$ cat config.mk
export PLATFORM = sky130hd
export DESIGN_NAME = writeback_unit_flat
export DESIGN_NICKNAME = d
export VERILOG_FILES = /design/src/rtl/writeback_unit_if.sv /design/src/rtl/writeback_unit.sv /design/src/flat_wrapper.sv
export SDC_FILE = /design/constraint.sdc
export NUM_CORES = 1
export LEC_CHECK = 0
export CORE_UTILIZATION = 45
export DETAILED_ROUTE_END_ITERATION = 7
export PLACE_DENSITY_LB_ADDON = 0.05
export SYNTH_ARGS = -nofsm -noshare
export SYNTH_HDL_FRONTEND = slang
export SYNTH_SLANG_ARGS = --single-unit
$ cat constraint.sdc
create_clock -name clk -period 2.6 [get_ports clk]
set_input_delay 0.39 -clock clk [delete_from_list [all_inputs] [get_ports clk]]
set_output_delay 0.39 -clock clk [all_outputs]
set_load 0.05 [all_outputs]
$ cat src/rtl/writeback_unit_if.sv
// Writeback request, data-memory response and register-file write bundle.
// The slave modport is the writeback_unit side; master is the core/memory side.
interface writeback_unit_if;
    // Retiring instruction request
    logic        wb_valid;
    logic [4:0]  rd_in;
    logic        RUWr_in;
    logic [1:0]  RUDataWrSrc;
    logic [31:0] AluRes;
    logic [31:0] PcInc;
    logic [2:0]  DMCtrl;
    // Data memory response
    logic        mem_rvalid;
    logic [31:0] mem_rdata;
    // Register file write side and core control
    logic [4:0]  rd;
    logic [31:0] DataWr;
    logic        RUWr;
    logic        stall;
    logic        load_err;

    modport slave (
        input  wb_valid, rd_in, RUWr_in, RUDataWrSrc, AluRes, PcInc, DMCtrl,
        input  mem_rvalid, mem_rdata,
        output rd, DataWr, RUWr, stall, load_err
    );

    modport master (
        output wb_valid, rd_in, RUWr_in, RUDataWrSrc, AluRes, PcInc, DMCtrl,
        output mem_rvalid, mem_rdata,
        input  rd, DataWr, RUWr, stall, load_err
    );
endinterface

$ cat src/rtl/writeback_unit.sv
// Writeback stage: picks ALU / PC+4 / load data for the register file write,
// waits for load data with a timeout, aligns and extends loaded bytes/halves.
// Optional macro WB_RETIRE_CNT_EN adds retire_cnt (write pulses, wrapping)
// and err_cnt (load_err pulses, saturating) outputs.
module writeback_unit #(
    parameter int unsigned TIMEOUT_CYCLES = 255
) (
    input  logic              clk,
    input  logic              rst,
    writeback_unit_if.slave   wb
`ifdef WB_RETIRE_CNT_EN
    ,
    output logic [31:0]       retire_cnt,
    output logic [15:0]       err_cnt
`endif
);

    localparam logic [15:0] TimeoutLast = 16'(TIMEOUT_CYCLES - 1);

    typedef enum logic [0:0] {StIdle, StWait} state_e;

    state_e      state_q, state_d;
    logic [4:0]  rd_q, rd_d;
    logic [31:0] data_q, data_d;
    logic        ruwr_q, ruwr_d;
    logic        err_q, err_d;
    logic [15:0] cnt_q, cnt_d;
    // Load context held across WAIT_MEM
    logic [4:0]  lrd_q, lrd_d;
    logic        lwe_q, lwe_d;
    logic [2:0]  lfn_q, lfn_d;
    logic [1:0]  loff_q, loff_d;

    logic        misaligned;
    logic [7:0]  ld_byte;
    logic [15:0] ld_half;
    logic [31:0] ld_data;

    // Misalignment and load-data alignment/extension
    always_comb begin
        misaligned = 1'b0;
        case (wb.DMCtrl)
            3'b001, 3'b101: misaligned = wb.AluRes[0];
            3'b010:         misaligned = (wb.AluRes[1:0] != 2'b00);
            default:        misaligned = 1'b0;
        endcase

        ld_byte = wb.mem_rdata[{loff_q, 3'b000} +: 8];
        ld_half = loff_q[1] ? wb.mem_rdata[31:16] : wb.mem_rdata[15:0];
        case (lfn_q)
            3'b000:  ld_data = {{24{ld_byte[7]}}, ld_byte};
            3'b001:  ld_data = {{16{ld_half[15]}}, ld_half};
            3'b100:  ld_data = {24'h0, ld_byte};
            3'b101:  ld_data = {16'h0, ld_half};
            default: ld_data = wb.mem_rdata;
        endcase
    end

    // Next-state and next-output logic
    always_comb begin
        state_d = state_q;
        rd_d    = rd_q;
        data_d  = data_q;
        ruwr_d  = 1'b0;
        err_d   = 1'b0;
        cnt_d   = cnt_q;
        lrd_d   = lrd_q;
        lwe_d   = lwe_q;
        lfn_d   = lfn_q;
        loff_d  = loff_q;

        case (state_q)
            StIdle: begin
                if (wb.wb_valid) begin
                    if (wb.RUDataWrSrc != 2'b00) begin
                        rd_d   = wb.rd_in;
                        data_d = (wb.RUDataWrSrc == 2'b10) ? wb.PcInc : wb.AluRes;
                        ruwr_d = wb.RUWr_in && (wb.rd_in != 5'd0);
                    end else if (misaligned) begin
                        err_d = 1'b1;
                    end else begin
                        lrd_d   = wb.rd_in;
                        lwe_d   = wb.RUWr_in;
                        lfn_d   = wb.DMCtrl;
                        loff_d  = wb.AluRes[1:0];
                        cnt_d   = 16'd0;
                        state_d = StWait;
                    end
                end
            end
            StWait: begin
                // Data arriving on the timeout cycle still completes the load
                if (wb.mem_rvalid) begin
                    rd_d    = lrd_q;
                    data_d  = ld_data;
                    ruwr_d  = lwe_q && (lrd_q != 5'd0);
                    state_d = StIdle;
                end else if (cnt_q == TimeoutLast) begin
                    err_d   = 1'b1;
                    state_d = StIdle;
                end else begin
                    cnt_d = cnt_q + 16'd1;
                end
            end
            default: state_d = StIdle;
        endcase
    end

    // State and registered outputs
    always_ff @(posedge clk or posedge rst) begin
        if (rst) begin
            state_q <= StIdle;
            rd_q    <= 5'd0;
            data_q  <= 32'd0;
            ruwr_q  <= 1'b0;
            err_q   <= 1'b0;
            cnt_q   <= 16'd0;
            lrd_q   <= 5'd0;
            lwe_q   <= 1'b0;
            lfn_q   <= 3'd0;
            loff_q  <= 2'd0;
        end else begin
            state_q <= state_d;
            rd_q    <= rd_d;
            data_q  <= data_d;
            ruwr_q  <= ruwr_d;
            err_q   <= err_d;
            cnt_q   <= cnt_d;
            lrd_q   <= lrd_d;
            lwe_q   <= lwe_d;
            lfn_q   <= lfn_d;
            loff_q  <= loff_d;
        end
    end

    assign wb.rd       = rd_q;
    assign wb.DataWr   = data_q;
    assign wb.RUWr     = ruwr_q;
    assign wb.load_err = err_q;
    // state_q is a flop, so stall is registered and drops with async reset
    assign wb.stall    = (state_q == StWait);

`ifdef WB_RETIRE_CNT_EN
    logic [31:0] retire_q;
    logic [15:0] errcnt_q;

    // Count write pulses (wrapping) and error pulses (saturating)
    always_ff @(posedge clk or posedge rst) begin
        if (rst) begin
            retire_q <= 32'd0;
            errcnt_q <= 16'd0;
        end else begin
            if (ruwr_d) begin
                retire_q <= retire_q + 32'd1;
            end
            if (err_d && (errcnt_q != 16'hFFFF)) begin
                errcnt_q <= errcnt_q + 16'd1;
            end
        end
    end

    assign retire_cnt = retire_q;
    assign err_cnt    = errcnt_q;
`endif

endmodule

$ cat src/flat_wrapper.sv
// flat-port wrapper written by rule: the top's interface ports become plain ports
module writeback_unit_flat 
#(
    parameter int unsigned TIMEOUT_CYCLES = 255
)
  (clk, rst, wb_wb_valid, wb_rd_in, wb_RUWr_in, wb_RUDataWrSrc, wb_AluRes, wb_PcInc, wb_DMCtrl, wb_mem_rvalid, wb_mem_rdata, wb_rd, wb_DataWr, wb_RUWr, wb_stall, wb_load_err);
  writeback_unit_if wb_i ();
  input  logic clk;
  input  logic rst;
  input wire logic [$bits(wb_i.wb_valid)-1:0] wb_wb_valid;
  input wire logic [$bits(wb_i.rd_in)-1:0] wb_rd_in;
  input wire logic [$bits(wb_i.RUWr_in)-1:0] wb_RUWr_in;
  input wire logic [$bits(wb_i.RUDataWrSrc)-1:0] wb_RUDataWrSrc;
  input wire logic [$bits(wb_i.AluRes)-1:0] wb_AluRes;
  input wire logic [$bits(wb_i.PcInc)-1:0] wb_PcInc;
  input wire logic [$bits(wb_i.DMCtrl)-1:0] wb_DMCtrl;
  input wire logic [$bits(wb_i.mem_rvalid)-1:0] wb_mem_rvalid;
  input wire logic [$bits(wb_i.mem_rdata)-1:0] wb_mem_rdata;
  output wire logic [$bits(wb_i.rd)-1:0] wb_rd;
  output wire logic [$bits(wb_i.DataWr)-1:0] wb_DataWr;
  output wire logic [$bits(wb_i.RUWr)-1:0] wb_RUWr;
  output wire logic [$bits(wb_i.stall)-1:0] wb_stall;
  output wire logic [$bits(wb_i.load_err)-1:0] wb_load_err;
  assign wb_i.wb_valid = wb_wb_valid;
  assign wb_i.rd_in = wb_rd_in;
  assign wb_i.RUWr_in = wb_RUWr_in;
  assign wb_i.RUDataWrSrc = wb_RUDataWrSrc;
  assign wb_i.AluRes = wb_AluRes;
  assign wb_i.PcInc = wb_PcInc;
  assign wb_i.DMCtrl = wb_DMCtrl;
  assign wb_i.mem_rvalid = wb_mem_rvalid;
  assign wb_i.mem_rdata = wb_mem_rdata;
  assign wb_rd = wb_i.rd;
  assign wb_DataWr = wb_i.DataWr;
  assign wb_RUWr = wb_i.RUWr;
  assign wb_stall = wb_i.stall;
  assign wb_load_err = wb_i.load_err;
  writeback_unit #(.TIMEOUT_CYCLES(TIMEOUT_CYCLES)) u_core (.clk(clk), .rst(rst), .wb(wb_i));
endmodule
Word-level counts from Yosys, hierarchy flattened
Index checks and enable logic that the tools add are counted.
{ "word_totals": {"regBits": 67, "in_bits": 111, "output_inout_bits": 40, "word_cells": 75} }
{ "classes": {"addsub": 1, "eq_ne": 15, "shift": 1, "n_mux": 34, "bitwise": 3, "reduce_logical": 11} }
{ "ops": {"columns": ["cell", "n"], "rows": [
  ["32-bit two-way mux", 4],
  ["32-bit case mux with 4 select lines", 1],
  ["16-bit two-way mux", 6],
  ["32-bit case mux with 2 select lines", 1],
  ["16-bit case mux with 2 select lines", 1],
  ["32-bit by 6-bit indexed part select with 8-bit output", 1],
  ["16-bit by 1-bit adder with 16-bit output, second input constant", 1],
  ["16-bit by 8-bit equality test with 1-bit output, second input constant", 1],
  ["5-bit two-way mux", 3],
  ["1-bit two-way mux", 13],
  ["2-bit != test, second input constant", 6],
  ["5-bit case mux with 2 select lines", 1],
  ["5-bit nonzero test", 2],
  ["3-bit equality test, second input constant", 3],
  ["1-bit case mux with 2 select lines", 4],
  ["3-bit by 1-bit equality test with 1-bit output, second input constant", 2],
  ["5-bit AND reduction", 1],
  ["4-bit AND reduction", 1],
  ["2-bit nonzero test", 2],
  ["3-bit by 2-bit equality test with 1-bit output, second input constant", 1],
  ["3-bit zero test", 1],
  ["1-bit NOT", 3],
  ["3-bit AND reduction", 1],
  ["2-bit equality test, second input constant", 1],
  ["other kinds (3)", 4]
]} }

Depth between registers and ports, before layout
Gate-level depths: netlist of the first run.
{ "logic_depth": {"word_depth": 7, "mapped_depth": 8, "ltp_nobuf": 6} }

Worst setup path before layout of the first run
No wires, ideal clock.
{ "synth_path": {"kind": "register to register", "startpoint": "reg u_core.state_q (netlist: u_core.wb.stall)", "endpoint": "reg u_core.data_q[18] (netlist: u_core.wb.DataWr[18])", "setup_time_ns": 0.140, "arrival_time_ns": 1.829, "required_ns": 2.460, "slack_ns": 0.631, "stages_incl_launch_ff": 8, "n_path_buf": 3, "synth_period_minus_slack_ns": 1.969, "path_cell_list": "dfrtp_1 buf_4 nand2_1 o21a_1 buf_2 buf_6 a2111oi_0 a211oi_1"} }
{ "synth_between": {"elab_chain_len": 3, "elab_cells_between_ends": 6, "cone_classes": "3 x eq/ne; 1 x mux; 1 x bitwise; 1 x reduce/logical"} }
{ "synth_lines": {"columns": ["item", "line", "text"], "rows": [
  ["start: declaration", "writeback_unit.sv:22", "state_e state_q, state_d;"],
  ["start signal: assignment", "writeback_unit.sv:112", "state_q <= StIdle;"],
  ["start signal: assignment", "writeback_unit.sv:123", "state_q <= state_d;"],
  ["1-bit NOT (no line)", null, null],
  ["2-bit by 1-bit != test with 1-bit output (no line) or 2-bit != test (tied branches)", null, null],
  ["3-bit AND reduction (no line)", null, null],
  ["end signal: assignment", "writeback_unit.sv:125", "data_q <= data_d;"],
  ["end: declaration", "writeback_unit.sv:24", "logic [31:0] data_q, data_d;"]
]} }
Parallel ways exist; a longest one is shown, timed or not.
A chain may end at the register's enable or synchronous reset.

Worst setup path after layout of the first run
{ "layout_path": {"startpoint": "reg u_core.state_q (netlist: u_core.wb.stall)", "endpoint": "reg u_core.data_q[2] (netlist: u_core.wb.DataWr[2])"} }
Same word-level chain as after synthesis.

==> impl_metrics.tcl, run 1 <==
set metrics [dict create \
    insertedDiodeCount 0 \
    drt-total-wl_um 12800 \
    vias_per_cell 5.83 \
    cp.required_ns 2.82 \
    final-seq-area_um2 1680 \
    chipHeight_um 97.2 \
    drc 0 \
    crit_path_end_kind "register" \
    area_growth_pct 46.5 \
    syn-instance-count 424 \
    grt_first_pass_wirelength_um 20700 \
    grt_usage_pct 27.6 \
    layout_commonest_cell "clkdlybuf4s50_1" \
    mappedNetlistArea_um2 4080 \
    core_um2 8760 \
    num_rows 34 \
    ff2ff_path_depth 7 \
    rsz0062_at_grt "false" \
    cts_buffer_depth 2 \
    die_w_um 97.2 \
    synth-seq-cells 67 \
    tightest_slew_ns 0.544 \
    ys_async_sr_fraction_pct 100 \
    synth_nets 537 \
    grt_overflow_total 0 \
    first_pass_iters 4 \
    reg2reg_to "u_core.wb.DataWr[2]" \
    hold_path_class "input port to async pin" \
    drv_cap 0 \
    yosysWarnings 0 \
    status "finished clean" \
    gp_congestion 0.814 \
    cts_made_buffers 9 \
    synth_edf_count 0 \
    yosysSeqAreaShare_pct 41.1 \
    fmax_ghz 0.484 \
    start_util_pct 46.6 \
    final_cell_mix "clkdlybuf4s50_1, dfrtp_1, nand2_1" \
    multi_input_area_um2 2190 \
    htreeDepth 3 \
    critPathLaunchType "register" \
    cts_tree "yes" \
    synth.avg_cell_area_um2 9.63 \
    whs_ns 0.418 \
    cts-root-buf "clkbuf_8" \
    period_minus_slack_ns 2.07 \
    cts_resized 0 \
    synth_ff_type "dfrtp_1" \
    cp.arrival_ns 2.29 \
    cts_setup_buffers 0 \
    vias 4001 \
    report.final.setup_viol 0 \
    cts.reportedPaths.clkPinSlew_ns 0.08 \
    die_area_um2 9450 \
    clock_skew_ns 0.0105 \
    fill_cells 722 \
    irDropWorstVdd_uv 439 \
    timing_worst_setup_path_type "register to register" \
    critPathMaxFanout 30 \
    crit_start "u_core.wb.stall" \
    period_share_pct 79.4 \
    drt-initial-drc-count 214 \
    cts_hold_buf 0 \
    r2r-start "u_core.wb.stall" \
    wl_per_cell_um 18.7 \
    dpl.hpwl_um 9580 \
    setup-tns-final_ns 0 \
    antenna_left 0 \
    layout-drive-gt1-share_pct 11.1 \
    drv_slew 0 \
    finalHoldViolations 0 \
    grt_start_max_net_pins 68 \
    synth.distinct_cells 56 \
    p_per_area_nw_per_um2 687 \
    p_leak_nw 2.42 \
    antenna_found_initial 0 \
    grt_pass1_vias 4013 \
    io_pins 151 \
    critPathCapture "u_core.wb.DataWr[2]" \
    slew_headroom_pct 63.7 \
    nets 686 \
    clock-sinks 67 \
    rrSetupSlack_ns 0.53 \
    portBuffers 150 \
    insertion_delay_ns 0.35 \
]
## registers in the layout, indices dropped and copies added (netlist names)
signal              flops
u_core.cnt_q           16
u_core.wb.stall         1
u_core.lrd_q            5
u_core.lwe_q            1
u_core.wb.RUWr          1
u_core.wb.rd            5
u_core.wb.DataWr       32
u_core.wb.load_err      1
u_core.loff_q           2
u_core.lfn_q            3
## cell usage after synthesis (2+ instances only)
master,instances,area share (%)
dfrtp_1,67,41
nand2_1,36,3.3
nor2_1,28,2.6
mux2i_1,26,6.4
o21ai_0,25,3.1
a2111oi_0,16,3.4
a211oi_1,16,2.9
clkbuf_1,16,1.5
mux2_2,16,4.4
nor2b_1,16,2.5
inv_1,15,1.4
o32ai_1,15,3.2
buf_2,14,1.7
nor3_1,9,1.1
a211o_1,7,1.5
a21oi_1,7,0.86
a221oi_1,7,1.5
a22oi_1,7,1.3
a311oi_1,7,1.5
o22a_1,7,1.5
nand3_1,5,0.61
nor4_1,5,0.77
xnor2_1,5,1.1
nand2b_1,4,0.61
nand4_1,4,0.61
buf_4,3,0.55
nand3b_1,3,0.55
nand4b_1,3,0.64
or4_1,3,0.55
and2_1,2,0.31
and2b_1,2,0.37
clkinv_1,2,0.18
ha_1,2,0.61
nor3b_1,2,0.37
## kinds of logic after synthesis
family                     after synthesis  synth area share [%]
buffers and inverters                   51                  5.58
AOI/OAI and AO/OA                      124                  22.9
xor gates and xnor gates                 5                  1.07
muxes                                   44                  11.6
and+or+nand+nor                        131                  17.1
DFF                                     67                  41.1
adders and majority gates                2                 0.613
## worst min path at each step
stage                                 end  slack, ns             from  cells after the start
after floorplan           u_core.cnt_q[5]       0.45  u_core.cnt_q[5]                      1
after global placement    u_core.wb.rd[2]       0.47  u_core.wb.rd[2]                      2
after detailed placement  u_core.wb.rd[2]       0.48  u_core.wb.rd[2]                      2
after CTS                 u_core.wb.rd[4]       0.44              rst                      3
after global routing      u_core.lrd_q[4]       0.46              rst                      3
final                     u_core.wb.rd[4]       0.42              rst                      3
## power by group
group | internal, mW | switching, mW | total [mW]
sequential | 1.24 | 0.174 | 1.42
combinational | 0.710 | 1.01 | 1.72
clock | 0.542 | 0.428 | 0.970
## per-stage QoR
stage	cells	setup WS, ns	utilization (%)	total power, mW	cell area (um2)
after floorplan	424	0.527	-	2.48	4080
after global placement	670	0.303	65.8	3.12	5760
after detailed placement	670	0.272	65.8	3.16	5760
after CTS	686	0.529	68.2	4.13	5980
after global routing	686	0.395	68.2	4.31	5980
final	686	0.535	68.2	4.11	5980
## routing by layer
layer,vias up,share of wire (%),track usage (%)
li1,1916,-,-
met1,1908,44,36.7
met2,161,48,45.2
met3,16,6.4,5.90
met4,0,1.8,9.05
met5,-,0,0
## critical path, cell delays in order (launching register included)
cell     delay (ns)
dfrtp_1        0.63
buf_4          0.26
nand2_1        0.08
buf_4          0.21
o21ai_2        0.06
buf_4          0.31
o21ai_0        0.18
o22a_1         0.19
## final cells by class
cell class / instances / area share, %
sequential: 67 / 28.0
timing repair buffer: 172 / 28.5
inverter: 17 / 1.07
multi-input combinational: 306 / 36.5
tap: 108 / 2.26
clock inverter: 6 / 1.51
clock buffer: 10 / 2.13
Power figures use the tool's default switching activity.
==> inputs of run 2 (changes only) <==
--- a/config.mk
+++ b/config.mk
@@ -5,7 +5,7 @@
 export SDC_FILE = /design/constraint.sdc
 export NUM_CORES = 1
 export LEC_CHECK = 0
-export CORE_UTILIZATION = 45
+export CORE_UTILIZATION = 41
 export DETAILED_ROUTE_END_ITERATION = 7
 export PLACE_DENSITY_LB_ADDON = 0.05
 export SYNTH_ARGS = -nofsm -noshare
==> constraint.sdc (replaced) <==
create_clock -name clk -period 1.75 [get_ports clk]
set_input_delay 0.2625 -clock clk [delete_from_list [all_inputs] [get_ports clk]]
set_output_delay 0.2625 -clock clk [all_outputs]
set_load 0.05 [all_outputs]
==> impl_metrics.tcl, run 2 (synthesized netlist as in run 1, its figures left out) <==
set metrics [dict create \
    grt_pass1_vias 4123 \
    cts_made_buffers 9 \
    hold_path_class "input port to async pin" \
    irDropWorstVdd_uv 649 \
    io_pins 151 \
    portBuffers 150 \
    drt-total-wl_um 13600 \
    layout-drive-gt1-share_pct 23.6 \
    gp_congestion 0.883 \
    p_total_mw 6.37 \
    setup_ws_ns 0.0820 \
    core_um2 9730 \
    grt_overflow_total 0 \
    rsz0062_at_grt "true" \
    setup-tns-final_ns 0 \
    cts-root-buf "clkbuf_8" \
    insertedDiodeCount 0 \
    grt_usage_pct 26.5 \
    htreeDepth 3 \
    drv_cap 0 \
    placed_cell_area_um2 6050 \
    largest_reg_flops 32 \
    clock-sinks 67 \
    cts_buffer_depth 2 \
    status "finished clean" \
    cp.required_ns 1.98 \
    chipHeight_um 102 \
    final_cell_mix "clkdlybuf4s50_1, buf_4, dfrtp_1" \
    drt-initial-drc-count 203 \
    num_rows 36 \
    tightest_slew_ns 0.463 \
    insertion_delay_ns 0.35 \
    fmax_ghz 0.600 \
    period_minus_slack_ns 1.67 \
    antenna_left 0 \
    drv_slew 0 \
    critPathMaxFanout 7 \
    cp.arrival_ns 1.90 \
    cts_setup_buffers 0 \
    start_util_pct 41.9 \
    crit_path_end_kind "register" \
    layout_commonest_cell "clkdlybuf4s50_1" \
    cts.reportedPaths.clkPinSlew_ns 0.08 \
    stdcell_area_um2 6310 \
    dpl.hpwl_um 10300 \
    finalHoldViolations 0 \
    period_share_pct 95.3 \
    timing_worst_setup_path_type "register to register" \
    antenna_found_initial 0 \
    first_pass_iters 5 \
    grt_start_max_net_pins 68 \
    vias 4217 \
    grt_first_pass_wirelength_um 20800 \
    area_growth_pct 54.6 \
    p_leak_nw 2.65 \
    die_area_um2 10400 \
    clock_skew_ns 0.0102 \
    critPathLaunchType "register" \
    cts_tree "yes" \
    wl_per_cell_um 18.3 \
    slew_headroom_pct 68.4 \
    nets 718 \
    report.final.setup_viol 0 \
    die_w_um 102 \
    p_per_area_nw_per_um2 1010 \
    dp_slack_ns -0.289 \
    vias_per_cell 5.68 \
    drc 0 \
]
run 2: layout make-up:
cell class	count	area, um2
Clock buffer	9	124
Multi-Input combinational cell	306	2250
Inverter	17	71.3
Tap cell	133	166
Fill cell	838	3420
Clock inverter	7	116
Sequential cell	67	1680
Timing Repair Buffer	204	1910
run 2: metrics by stage:
stage / std cells / hold slack [ns] / utilization, %
6_report: 743 / 0.361 / 64.9
3_5_place_dp: 727 / 0.478 / 62.2
2_1_floorplan: 424 / 0.375 / -
3_3_place_gp: 727 / 0.476 / 62.2
5_1_grt: 743 / 0.395 / 64.9
4_1_cts: 743 / 0.371 / 64.6
run 2: worst max-delay path: stages, from the launching register on:
cell and delay (ns):
dfrtp_1 0.46, or3b_2 0.58, o32ai_1 0.18, nor3_1 0.14, o22a_1 0.19
run 2: worst paths after layout:
| path | start | to | slack (ns) | depth (start not counted) |
|---|---|---|---|---|
| min | rst | u_core.wb.DataWr[26] | 0.36 | 3 |
| max in group asynchronous | rst | u_core.lwe_q | 1.08 | 3 |
| min reg2reg | u_core.wb.rd[3] | u_core.wb.rd[3] | 0.49 | 2 |
| min in group clk | u_core.wb.rd[3] | u_core.wb.rd[3] | 0.49 | 2 |
| max | u_core.lfn_q[1] | u_core.wb.DataWr[0] | 0.08 | 4 |
| max reg2reg | u_core.lfn_q[1] | u_core.wb.DataWr[0] | 0.08 | 4 |
run 2: report_power, final:
| group | leakage, nW | total (mW) | internal [mW] | switching, mW |
|---|---|---|---|---|
| logic | 1.71 | 2.70 | 1.10 | 1.60 |
| registers | 0.819 | 2.08 | 1.85 | 0.230 |
| clock network | 0.119 | 1.60 | 0.944 | 0.651 |
| total | 2.65 | 6.37 | 3.89 | 2.48 |
run 2: repair_timing:
item,in CTS,in global routing
endpoints found under the hold margin,0,0
hold buffers,0,0
gates resized for setup,5,8
endpoints found under the setup margin,5,18
gates cloned,0,0
pin swaps,0,0
run 2: per-layer routing:
metal | up-vias | track usage, % | wire length, um
met5 | - | 0 | 0
met2 | 167 | 42.9 | 6310
li1 | 1970 | - | -
met3 | 23 | 5.11 | 1050
met1 | 2057 | 35.5 | 5930
met4 | 0 | 9.03 | 285
